==> src/rtl/product_serializer_pkg.sv <==
// Shared types and constants for the product register serializer.
package product_serializer_pkg;

    localparam int unsigned DEFAULT_DATA_W       = 8;
    localparam int unsigned DEFAULT_CLKS_PER_BIT = 4;

    typedef enum logic [1:0] {
        ST_IDLE  = 2'd0,
        ST_START = 2'd1,
        ST_DATA  = 2'd2,
        ST_STOP  = 2'd3
    } state_e;

    // Counter width able to hold 0..n-1, never narrower than one bit.
    function automatic int unsigned width_of(input int unsigned n);
        return (n > 1) ? $clog2(n) : 1;
    endfunction

endpackage

==> src/rtl/product_serializer_bit_timer.sv <==
// Modulo-CLKS_PER_BIT bit timer; tick marks the last cycle of a bit period.
module product_serializer_bit_timer
    import product_serializer_pkg::*;
#(
    parameter int unsigned CLKS_PER_BIT = DEFAULT_CLKS_PER_BIT
) (
    input  logic clk,
    input  logic clr,
    input  logic restart,
    output logic tick
);

    localparam int unsigned CNT_W = width_of(CLKS_PER_BIT);
    localparam logic [CNT_W-1:0] TERMINAL = CNT_W'(CLKS_PER_BIT - 1);

    logic [CNT_W-1:0] cnt_q;
    logic [CNT_W-1:0] cnt_d;

    assign tick = (cnt_q == TERMINAL);

    // Wrap on the terminal count so each bit period restarts from zero.
    always_comb begin
        cnt_d = cnt_q + CNT_W'(1);
        if (restart || tick) begin
            cnt_d = '0;
        end
    end

    always_ff @(posedge clk or negedge clr) begin
        if (!clr) begin
            cnt_q <= '0;
        end else begin
            cnt_q <= cnt_d;
        end
    end

endmodule

==> src/rtl/product_serializer.sv <==
// Parallel-to-serial UART-style framer: start bit, DATA_W data bits LSB-first, stop bit.
module product_serializer
    import product_serializer_pkg::*;
#(
    parameter int unsigned DATA_W       = DEFAULT_DATA_W,
    parameter int unsigned CLKS_PER_BIT = DEFAULT_CLKS_PER_BIT
) (
    input  logic              clk,
    input  logic              clr,
    input  logic [DATA_W-1:0] in,
    input  logic              load,
    output logic              ready,
    output logic              tx,
    output logic              busy,
    output logic              done
);

    localparam int unsigned IDX_W = width_of(DATA_W);
    localparam logic [IDX_W-1:0] LAST_IDX = IDX_W'(DATA_W - 1);

    state_e            state_q, state_d;
    logic [DATA_W-1:0] shift_q, shift_d;
    logic [IDX_W-1:0]  idx_q, idx_d;
    logic              tx_q, tx_d;
    logic              ready_q, ready_d;
    logic              busy_q, busy_d;
    logic              done_q, done_d;
    logic              tick;
    logic              timer_restart;

    // Timer is parked at zero while idle so the start bit gets a full period.
    assign timer_restart = (state_q == ST_IDLE);

    product_serializer_bit_timer #(
        .CLKS_PER_BIT(CLKS_PER_BIT)
    ) u_bit_timer (
        .clk    (clk),
        .clr    (clr),
        .restart(timer_restart),
        .tick   (tick)
    );

    always_comb begin
        state_d = state_q;
        shift_d = shift_q;
        idx_d   = idx_q;
        done_d  = 1'b0;

        case (state_q)
            ST_IDLE: begin
                if (load) begin
                    state_d = ST_START;
                    shift_d = in;
                end
            end
            ST_START: begin
                if (tick) begin
                    state_d = ST_DATA;
                    idx_d   = '0;
                end
            end
            ST_DATA: begin
                if (tick) begin
                    shift_d = shift_q >> 1;
                    if (idx_q == LAST_IDX) begin
                        state_d = ST_STOP;
                    end else begin
                        idx_d = idx_q + IDX_W'(1);
                    end
                end
            end
            ST_STOP: begin
                if (tick) begin
                    state_d = ST_IDLE;
                    done_d  = 1'b1;
                end
            end
            default: state_d = ST_IDLE;
        endcase

        // Outputs are decoded from the next state so the registers track the FSM.
        case (state_d)
            ST_START: tx_d = 1'b0;
            ST_DATA:  tx_d = shift_d[0];
            default:  tx_d = 1'b1;
        endcase
        ready_d = (state_d == ST_IDLE);
        busy_d  = (state_d != ST_IDLE);
    end

    always_ff @(posedge clk or negedge clr) begin
        if (!clr) begin
            state_q <= ST_IDLE;
            shift_q <= '0;
            idx_q   <= '0;
            tx_q    <= 1'b1;
            ready_q <= 1'b1;
            busy_q  <= 1'b0;
            done_q  <= 1'b0;
        end else begin
            state_q <= state_d;
            shift_q <= shift_d;
            idx_q   <= idx_d;
            tx_q    <= tx_d;
            ready_q <= ready_d;
            busy_q  <= busy_d;
            done_q  <= done_d;
        end
    end

    assign tx    = tx_q;
    assign ready = ready_q;
    assign busy  = busy_q;
    assign done  = done_q;

endmodule

==> config.mk <==
export PLATFORM = sky130hd
export DESIGN_NAME = product_serializer
export DESIGN_NICKNAME = d
export VERILOG_FILES = /design/src/rtl/product_serializer_pkg.sv /design/src/rtl/product_serializer_bit_timer.sv /design/src/rtl/product_serializer.sv
export SDC_FILE = /design/constraint.sdc
export NUM_CORES = 1
export LEC_CHECK = 0
export ABC_AREA = 1
export BUFFER_PORTS_ARGS = -buffer_cell sky130_fd_sc_hd__buf_2
export CAP_MARGIN = 20
export CORE_MARGIN = 4
export CORE_UTILIZATION = 60
export CTS_BUF_LIST = sky130_fd_sc_hd__clkbuf_4
export DETAILED_ROUTE_END_ITERATION = 8
export MAX_ROUTING_LAYER = met4
export PLACE_DENSITY = 0.91
export SYNTH_ARGS = -nofsm -noshare
export SYNTH_HDL_FRONTEND = slang
export SYNTH_SLANG_ARGS = --single-unit
==> constraint.sdc <==
create_clock -name clk -period 4.1 [get_ports clk]
set_input_delay 0.82 -clock clk [delete_from_list [all_inputs] [get_ports clk]]
set_output_delay 0.82 -clock clk [all_outputs]
set_load 0.005 [all_outputs]
==> impl_summary.log, run 1 <==
[metrics] result of the run: completed
[metrics] first-pass iteration count of the detailed router: 4
[metrics] EDFF count, synth: 0
[metrics] Sink Count: 19
[metrics] final estimated routing congestion in global placement: around 0.77
[metrics] Setup violations, final: 0
[metrics] number of top-level pins: 15
[metrics] Clock Pin Slew Worst Setup and Hold Paths: between 100 and 150 ps
[metrics] kind of cell with the highest combined delay on the critical path: flip-flops
[metrics] synthesis-stage register bit count: 19
[metrics] vias in the first global route: ~660
[metrics] Die Outline Area: between 0.002 and 0.0025 mm^2
[metrics] final global-route overflow total: 0
[metrics] fraction of synthesized area in multiplexers: 0
[metrics] Antenna diodes: 0
[metrics] internal reg-to-reg setup slack: between 2000 and 3000 ps
[metrics] cells on worst reg2reg path: 8
[metrics] global-route usage over all layers: 0.1838
[metrics] adder and majority gate portion of the synthesized area: 0.04161
[metrics] clock latency reported for the late side of the worst-skew pair: between 200 and 300 ps
[metrics] dominant synthesized flop cell: sky130_fd_sc_hd__dfrtp_1
[metrics] DRC: 0
[metrics] width of the die: 46.78 um
[metrics] fraction of layout instances using a drive strength above 1: 0.2991
[metrics] total number of vias: approximately 700
[metrics] number of buffers on the longest clock path: 2
[metrics] critical path capture point: ready
[metrics] proportion of synthesized flip-flops having asynchronous set or reset: 1.000
[metrics] detailed-route wire length per cell: around 12 um
[metrics] number of cells upsized or downsized after cts: 0
[metrics] VDD IR max: ~380 uV
[metrics] area share of the largest cell type after synthesis: 0.4716
[metrics] leakage power: roughly 0.56 nW
[metrics] number of antenna violations at the first check in global routing: 0
[metrics] combinational family with the most area after synthesis: simple AND/OR/NAND/NOR gates
[metrics] Post-Synthesis Cell Area: around 900 um^2
[metrics] Detailed Route WL: about 1.6 mm
[metrics] met2 routing resource usage after global routing: 0.2900
[metrics] Vias/cell: 5.250
[metrics] busiest metal layer after global routing: met2
[metrics] number of buffer and inverter instances along the worst setup path: 1
[metrics] global-route wire length before repair: between 2 and 3 mm
[metrics] most common library cells after synthesis: 36 x sky130_fd_sc_hd__nand2_1, 17 x sky130_fd_sc_hd__dfrtp_1, 6 x sky130_fd_sc_hd__a22oi_1, 6 x sky130_fd_sc_hd__nor2_1
[metrics] Inserted Clock Buffers: 3
[metrics] worst clock skew: between 7 and 8 ps
[metrics] Max-cap violations: 0
[metrics] category of the worst setup path launch point: flip-flop
[metrics] Setup crit end kind: primary output
[metrics] critical path peak fanout: 1
[metrics] relative slew slack: 0.7269
[metrics] Reg2Reg Capture Point: idx_q[2]$_DFFE_PN0P_
[metrics] clock root buffer master: sky130_fd_sc_hd__clkbuf_4
[metrics] effective utilization at floorplan: 0.6682
[metrics] non-filler cells in the finished layout: around 130
[metrics] CP Depth: 1
[metrics] final worst path period need: between 1500 and 2000 ps
[metrics] crit-path max cell delay: around 540 ps
[metrics] total number of yosys warnings: 0
[metrics] synthesized area per cell: 9.112 um^2
[metrics] ordered list of cells on the worst path: buf_2
[metrics] number of fillers in the final layout: 105
[metrics] leading cell type by number of instances after synthesis: sky130_fd_sc_hd__nand2_1
[metrics] setup TNS after final layout: 0 ps
[metrics] area grow syn2layout: 12.90%
[metrics] initial drt markers: 14
[metrics] cell taking the most area after synthesis: sky130_fd_sc_hd__dfrtp_1
[metrics] maximum number of pins on one net before global-route repair: 20
[metrics] source of the critical timing path: ready$_DFF_PN1_
[metrics] number of input and output port buffers inserted: 14
[metrics] routing usage on met3: 0.02299
[metrics] cell types occupying the most area after synthesis: sky130_fd_sc_hd__dfrtp_1 47%, sky130_fd_sc_hd__nand2_1 15%, sky130_fd_sc_hd__dfstp_2 5.8%, sky130_fd_sc_hd__a22oi_1 5.0%, sky130_fd_sc_hd__ha_1 4.2%
[metrics] source of the worst register-to-register timing path: idx_q[0]$_DFFE_PN0P_
[metrics] setup repair after global routing missed its margin: no
[metrics] share of the yosys chip area belonging to registers: 0.5298
[metrics] post-synthesis instance total: 99
[metrics] Tightest Pin Transition: slightly above 400 ps
[metrics] placeable core region: 0.001350 mm^2
[metrics] Synth cell types: 18
[metrics] worst hold-check path type: in2async
[metrics] postcts setup bufs: 0
[metrics] total number of placement rows: 13
[metrics] Post-Synth XOR/XNOR Area: 0.009709
[metrics] Post-Synthesis Net Count: between 100 and 150
[metrics] crit share post-route: 0.4290
[metrics] post-cts hold buffer count: 0
[metrics] die height: approximately 47 um
[metrics] Required @ worst endpoint: 3280 ps
[metrics] GRT met1 Usage: 0.2363
[metrics] Power Dens Cells: between 600 and 700 mW/mm^2
[metrics] nets@finish: 132
[metrics] Final Max Slew Viols: 0
[metrics] final HPWL from detailed placement: 1.222 mm
[metrics] placed cell count: between 100 and 150
[metrics] Worst Path Class, Setup: reg2out
[metrics] Arrival @ worst endpoint: 940 ps
[metrics] CTS tree: built
[metrics] simple-gate area share of the yosys netlist: 0.3218
[metrics] number of H-tree levels: 1
[metrics] area fraction in compound gates after synthesis: 0.05548
[metrics] Slowest cell on crit path: sky130_fd_sc_hd__dfstp_2
[metrics] core utilization of the finished layout: 0.7544
[metrics] maximum clock frequency: approximately 570 MHz
[metrics] Final Hold Violating Endpoints: 0
[metrics] antenna-violating nets left: 0
## worst register-to-register path: stages (launching register included)
cell and delay [ps]:
sky130_fd_sc_hd__dfrtp_1 410, sky130_fd_sc_hd__ha_1 210, sky130_fd_sc_hd__ha_1 210, sky130_fd_sc_hd__nor2_1 130, sky130_fd_sc_hd__nor2_1 70, sky130_fd_sc_hd__nor3_2 200, sky130_fd_sc_hd__inv_1 90, sky130_fd_sc_hd__nand2_1 70
sky130_fd_sc_hd__nand2_1 50
## layout make-up
class                   count  area, um^2  area share
clock buffers               3       22.52     0.02211
clock inverters             1       5.005    0.004914
inverters                  10       37.54     0.03685
multi-input cells          70       386.6      0.3796
flip-flops and latches     19       478.0      0.4693
well taps                  15       18.77     0.01843
repair buffers             14       70.07     0.06880
## where the power goes
| part | total [mW] | leakage [nW] | internal (mW) | switching [mW] |
|---|---|---|---|---|
| sequential | 0.315 | 0.233 | 0.268 | 0.0473 |
| combinational | 0.262 | 0.307 | 0.0990 | 0.163 |
| clock | 0.0914 | 0.0177 | 0.0363 | 0.0551 |
## how the worst min path moves through the flow
stage,endpoint,cells past startpoint
3_5_place_dp,u_bit_timer.cnt_q[0]$_DFF_PN0_,1
4_1_cts,idx_q[0]$_DFFE_PN0P_,1
2_1_floorplan,u_bit_timer.cnt_q[0]$_DFF_PN0_,1
3_3_place_gp,u_bit_timer.cnt_q[0]$_DFF_PN0_,1
5_1_grt,idx_q[0]$_DFFE_PN0P_,1
6_report,idx_q[0]$_DFFE_PN0P_,1
## state kept, by name, indices dropped and copies added (netlist names)
register and flops:
shift_q 8, idx_q 3, state_q 2, u_bit_timer.cnt_q 2
busy 1, done 1, ready 1, tx 1
## routing by layer
layer	routed length, um	part of all wire
met1	697	0.43
met2	798	0.49
met3	99	0.061
met4	23	0.014
met5	0	0
## metrics by stage
step           instance area (um^2)  total power, mW  setup WS [ps]  hold slack, ps
5_1_grt                        1018           0.7322           2308           454.9
3_5_place_dp                  991.0           0.5828           2455           436.0
4_1_cts                        1018           0.6754           2334           450.9
2_1_floorplan                 902.1           0.5161           2664           415.0
6_report                       1018           0.6687           2341           438.3
3_3_place_gp                  991.0           0.5701           2523           425.7
## placed cells by master, fill, tap and decap left out, types with 2 or more instances in the layout
master / instances
sky130_fd_sc_hd__nand2_2: 3
sky130_fd_sc_hd__nor2_1: 6
sky130_fd_sc_hd__ha_1: 3
sky130_fd_sc_hd__nand2_1: 36
sky130_fd_sc_hd__nand3_1: 5
sky130_fd_sc_hd__nor2_4: 3
sky130_fd_sc_hd__buf_2: 14
sky130_fd_sc_hd__a22oi_1: 6
sky130_fd_sc_hd__inv_2: 5
sky130_fd_sc_hd__inv_1: 5
sky130_fd_sc_hd__clkbuf_4: 3
sky130_fd_sc_hd__dfstp_2: 2
sky130_fd_sc_hd__nor2_2: 2
sky130_fd_sc_hd__dfrtp_1: 17
## logic make-up (layout without fill, tap and decap cells)
group | Yosys count | count (layout)
AND/OR/NAND/NOR | 59 | 59
flip-flops | 19 | 19
buffers and inverters | 10 | 28
AO/OA/AOI/OAI | 7 | 7
adder cells (fa/ha/maj) | 3 | 3
XOR/XNOR | 1 | 1
No activity file was read; power rests on OpenSTA's default activity.
==> run 2: changes to the inputs <==
Settings changed: CORE_UTILIZATION 60 to 56, PLACE_DENSITY 0.91 to 0.86.
Clock period 4.1 ns to 1.75 ns, I/O delays scaled along.
==> run 2 against run 1 <==
Register-to-register slack got worse by 2300 ps. Clock power increased to 2.5 times the previous value. Critical path depth is 7 higher. Via count is 0.87% lower. Hold slack got worse by 180 ps. First-iteration DRC count shrank 36%. Non-clock buffer count rose by 1. Largest power group unchanged.
==> impl_summary.log, run 2 (same netlist as run 1, synthesis figures left out) <==
[metrics] result of the run: completed
[metrics] Required @ worst endpoint: 1940 ps (-1340 ps)
[metrics] number of cells upsized or downsized after cts: 0 (unchanged)
[metrics] postcts setup bufs: 0 (unchanged)
[metrics] most frequent cells in the layout: 36 x sky130_fd_sc_hd__nand2_1, 17 x sky130_fd_sc_hd__dfrtp_1, 14 x sky130_fd_sc_hd__buf_2, 6 x sky130_fd_sc_hd__nor2_1, 6 x sky130_fd_sc_hd__a22oi_1
[metrics] number of fillers in the final layout: 121 (+15%)
[metrics] Final Max Slew Viols: 0 (unchanged)
[metrics] largest registers: shift_q: 8 flops, idx_q: 3 flops
[metrics] maximum number of pins on one net before global-route repair: 20 (unchanged)
[metrics] fraction of layout instances using a drive strength above 1: 0.2966 (-0.002535)
[metrics] part of the total power dissipated in combinational logic: 0.389 (-0.002)
[metrics] detailed-route wire length per cell: 11.22 um (-8.6%)
[metrics] number of input and output port buffers inserted: 14 (unchanged)
[metrics] register with the most flip-flops: shift_q
[metrics] final HPWL from detailed placement: 1.176 mm (-3.7%)
[metrics] area taken by multi-input logic gates: 386.6 um^2 (unchanged)
[metrics] initial drt markers: 9 (-5)
[metrics] total number of vias: 687 (-0.87%)
[metrics] most common cell after layout, fill and taps aside: sky130_fd_sc_hd__nand2_1
[metrics] vias in the first global route: 642 (-3.0%)
[metrics] Final Hold Violating Endpoints: 0 (unchanged)
[metrics] final global-route overflow total: 0 (unchanged)
[metrics] Inserted Clock Buffers: 3 (unchanged)
[metrics] Clock Pin Slew Worst Setup and Hold Paths: 100 ps (about the same)
[metrics] number of buffer and inverter instances along the worst setup path: 1 (unchanged)
[metrics] Tightest Pin Transition: 404.1 ps (-5.488 ps)
[metrics] number of H-tree levels: 1 (unchanged)
[metrics] core utilization of the finished layout: 0.6852 (-0.06919)
[metrics] ordered list of cells on the worst path: ha_1 -> ha_1 -> nor2_1 -> nor2_1 -> nor3_2 -> inv_1 -> nand2_1 -> nand2_1
[metrics] global-route usage over all layers: 0.1713 (-0.01257)
[metrics] antenna-violating nets left: 0 (unchanged)
[metrics] number of buffers on the longest clock path: 2 (unchanged)
[metrics] VDD IR max: 858.3 uV (+130%)
[metrics] worst hold-check path type: in2reg
[metrics] max reg flops: 8 (unchanged)
[metrics] setup TNS after final layout: 0 ps (unchanged)
[metrics] effective utilization at floorplan: 0.5988 (-0.06937)
[metrics] Setup violations, final: 0 (unchanged)
[metrics] switching pwr: 621.1 uW (+130%)
[metrics] fraction of power spent switching nets: 0.3910 (-0.005587)
[metrics] Slowest cell on crit path: sky130_fd_sc_hd__dfrtp_1
[metrics] Setup crit end kind: flip-flop
[metrics] Arrival @ worst endpoint: 1680 ps (+740 ps)
[metrics] final worst path period need: around 1500 ps
[metrics] clock latency reported for the late side of the worst-skew pair: 290 ps (about the same)
[metrics] final estimated routing congestion in global placement: 0.7826 (+1.0%)
[metrics] global-route wire length before repair: 2.628 mm (-5.0%)
[metrics] number of antenna violations at the first check in global routing: 0 (unchanged)
[metrics] crit-path max cell delay: 400 ps (-140 ps)
[metrics] Die Outline Area: 0.002317 mm^2 (+5.9%)
[metrics] area grow syn2layout: 14.42%
[metrics] maximum clock frequency: 671.2 MHz
[metrics] clock root buffer master: sky130_fd_sc_hd__clkbuf_4
[metrics] DRC: 0 (unchanged)
[metrics] width of the die: 48.14 um (+2.9%)
[metrics] Antenna diodes: 0 (unchanged)
[metrics] relative slew slack: 0.7306 (+0.003658)
[metrics] Detailed Route WL: 1.503 mm (-7.2%)
[metrics] kind of cell with the highest combined delay on the critical path: simple AND/OR/NAND/NOR gates
[metrics] Power Dens Cells: 1539 mW/mm^2 (+130%)
[metrics] Worst Path Class, Setup: reg2reg
[metrics] CTS tree: built
[metrics] register area: 478.0 um^2 (unchanged)
[metrics] nets@finish: 133 (+0.76%)
[metrics] Max-cap violations: 0 (unchanged)
[metrics] Vias/cell: 5.127 (-2.3%)
[metrics] worst clock skew: 7.493 ps (-0.3762 ps)
[metrics] leakage power: 0.5628 nW (+0.87%)
[metrics] clock share of power: 0.144 (+0.007)
[metrics] Sequential Power Share: 0.467 (-0.005)
[metrics] number of top-level pins: 15 (unchanged)
[metrics] crit share post-route: 0.8513
[metrics] die height: 48.14 um (+2.9%)
[metrics] Pint: 967.5 uW (+140%)
[metrics] category of the worst setup path launch point: flip-flop
[metrics] total number of placement rows: 14 (+1)
[metrics] Sink Count: 19 (unchanged)
[metrics] first-pass iteration count of the detailed router: 3 (-1)
[metrics] post-cts hold buffer count: 1 (+1)
[metrics] setup repair after global routing missed its margin: no
[metrics] critical path peak fanout: 4 (+3)
[metrics] placeable core region: 0.001506 mm^2 (+12%)
run 2: cell types whose count changed in the layout (fill, tap and decap cells not counted), sizes merged:
| cell | delta |
|---|---|
| dlygate4sd3 | +1 |
| clkinv | -1 |
| clkbuf | +1 |
run 2: per-stage QoR:
step	area [um^2]	hold WS [ps]	cells	setup slack (ps)	total power, mW
2_1_floorplan	902.1	54.41	99	404.5	1.209
3_3_place_gp	992.2	299.7	129	292.1	1.332
3_5_place_dp	992.2	307.2	129	263.4	1.371
4_1_cts	1032	254.6	134	244.2	1.603
5_1_grt	1032	267.9	134	109.7	1.736
6_report	1032	261.5	134	260.2	1.589
run 2: final timing paths:
kind | startpoint | end | slack [ps] | cells past startpoint
min in group asynchronous | clr | idx_q[1]$_DFFE_PN0P_ | 500 | 2
setup reg to reg | idx_q[0]$_DFFE_PN0P_ | idx_q[1]$_DFFE_PN0P_ | 260 | 8
max in group asynchronous | clr | tx$_DFF_PN1_ | 920 | 2
hold reg to reg | u_bit_timer.cnt_q[0]$_DFF_PN0_ | u_bit_timer.cnt_q[0]$_DFF_PN0_ | 440 | 1
setup / recovery | idx_q[0]$_DFFE_PN0P_ | idx_q[1]$_DFFE_PN0P_ | 260 | 8
hold / removal | in[7] | shift_q[7]$_DFFE_PN0P_ | 260 | 3
run 2: metal layers:
layer  global-route usage  share of wire  vias up
li1                     -              -      351
met2               0.2929           0.52       13
met1               0.1926           0.43      323
met3              0.04059          0.051        0
met4              0.06452              0        0
met5                    -              0        -
run 2: cell type report:
type                       instances  area share
multi-input combinational         70      0.3745
clock buffer                       4     0.02909
inverter                          10     0.03636
sequential                        19      0.4630
timing repair buffer              15     0.07758
tap                               16     0.01939
run 2: power groups by stage:
stage	clock network, mW	logic (mW)	registers [mW]
after detailed placement	0	0.623	0.748
final	0.229	0.618	0.741
after global placement	0	0.592	0.740
after global routing	0.254	0.720	0.763
after CTS	0.236	0.628	0.739
after floorplan	0	0.484	0.725
run 2: tightest hold or removal path, stage by stage:
cell                      delay, ps
sky130_fd_sc_hd__buf_2           70
sky130_fd_sc_hd__nand2_1         40
sky130_fd_sc_hd__nand2_1         50
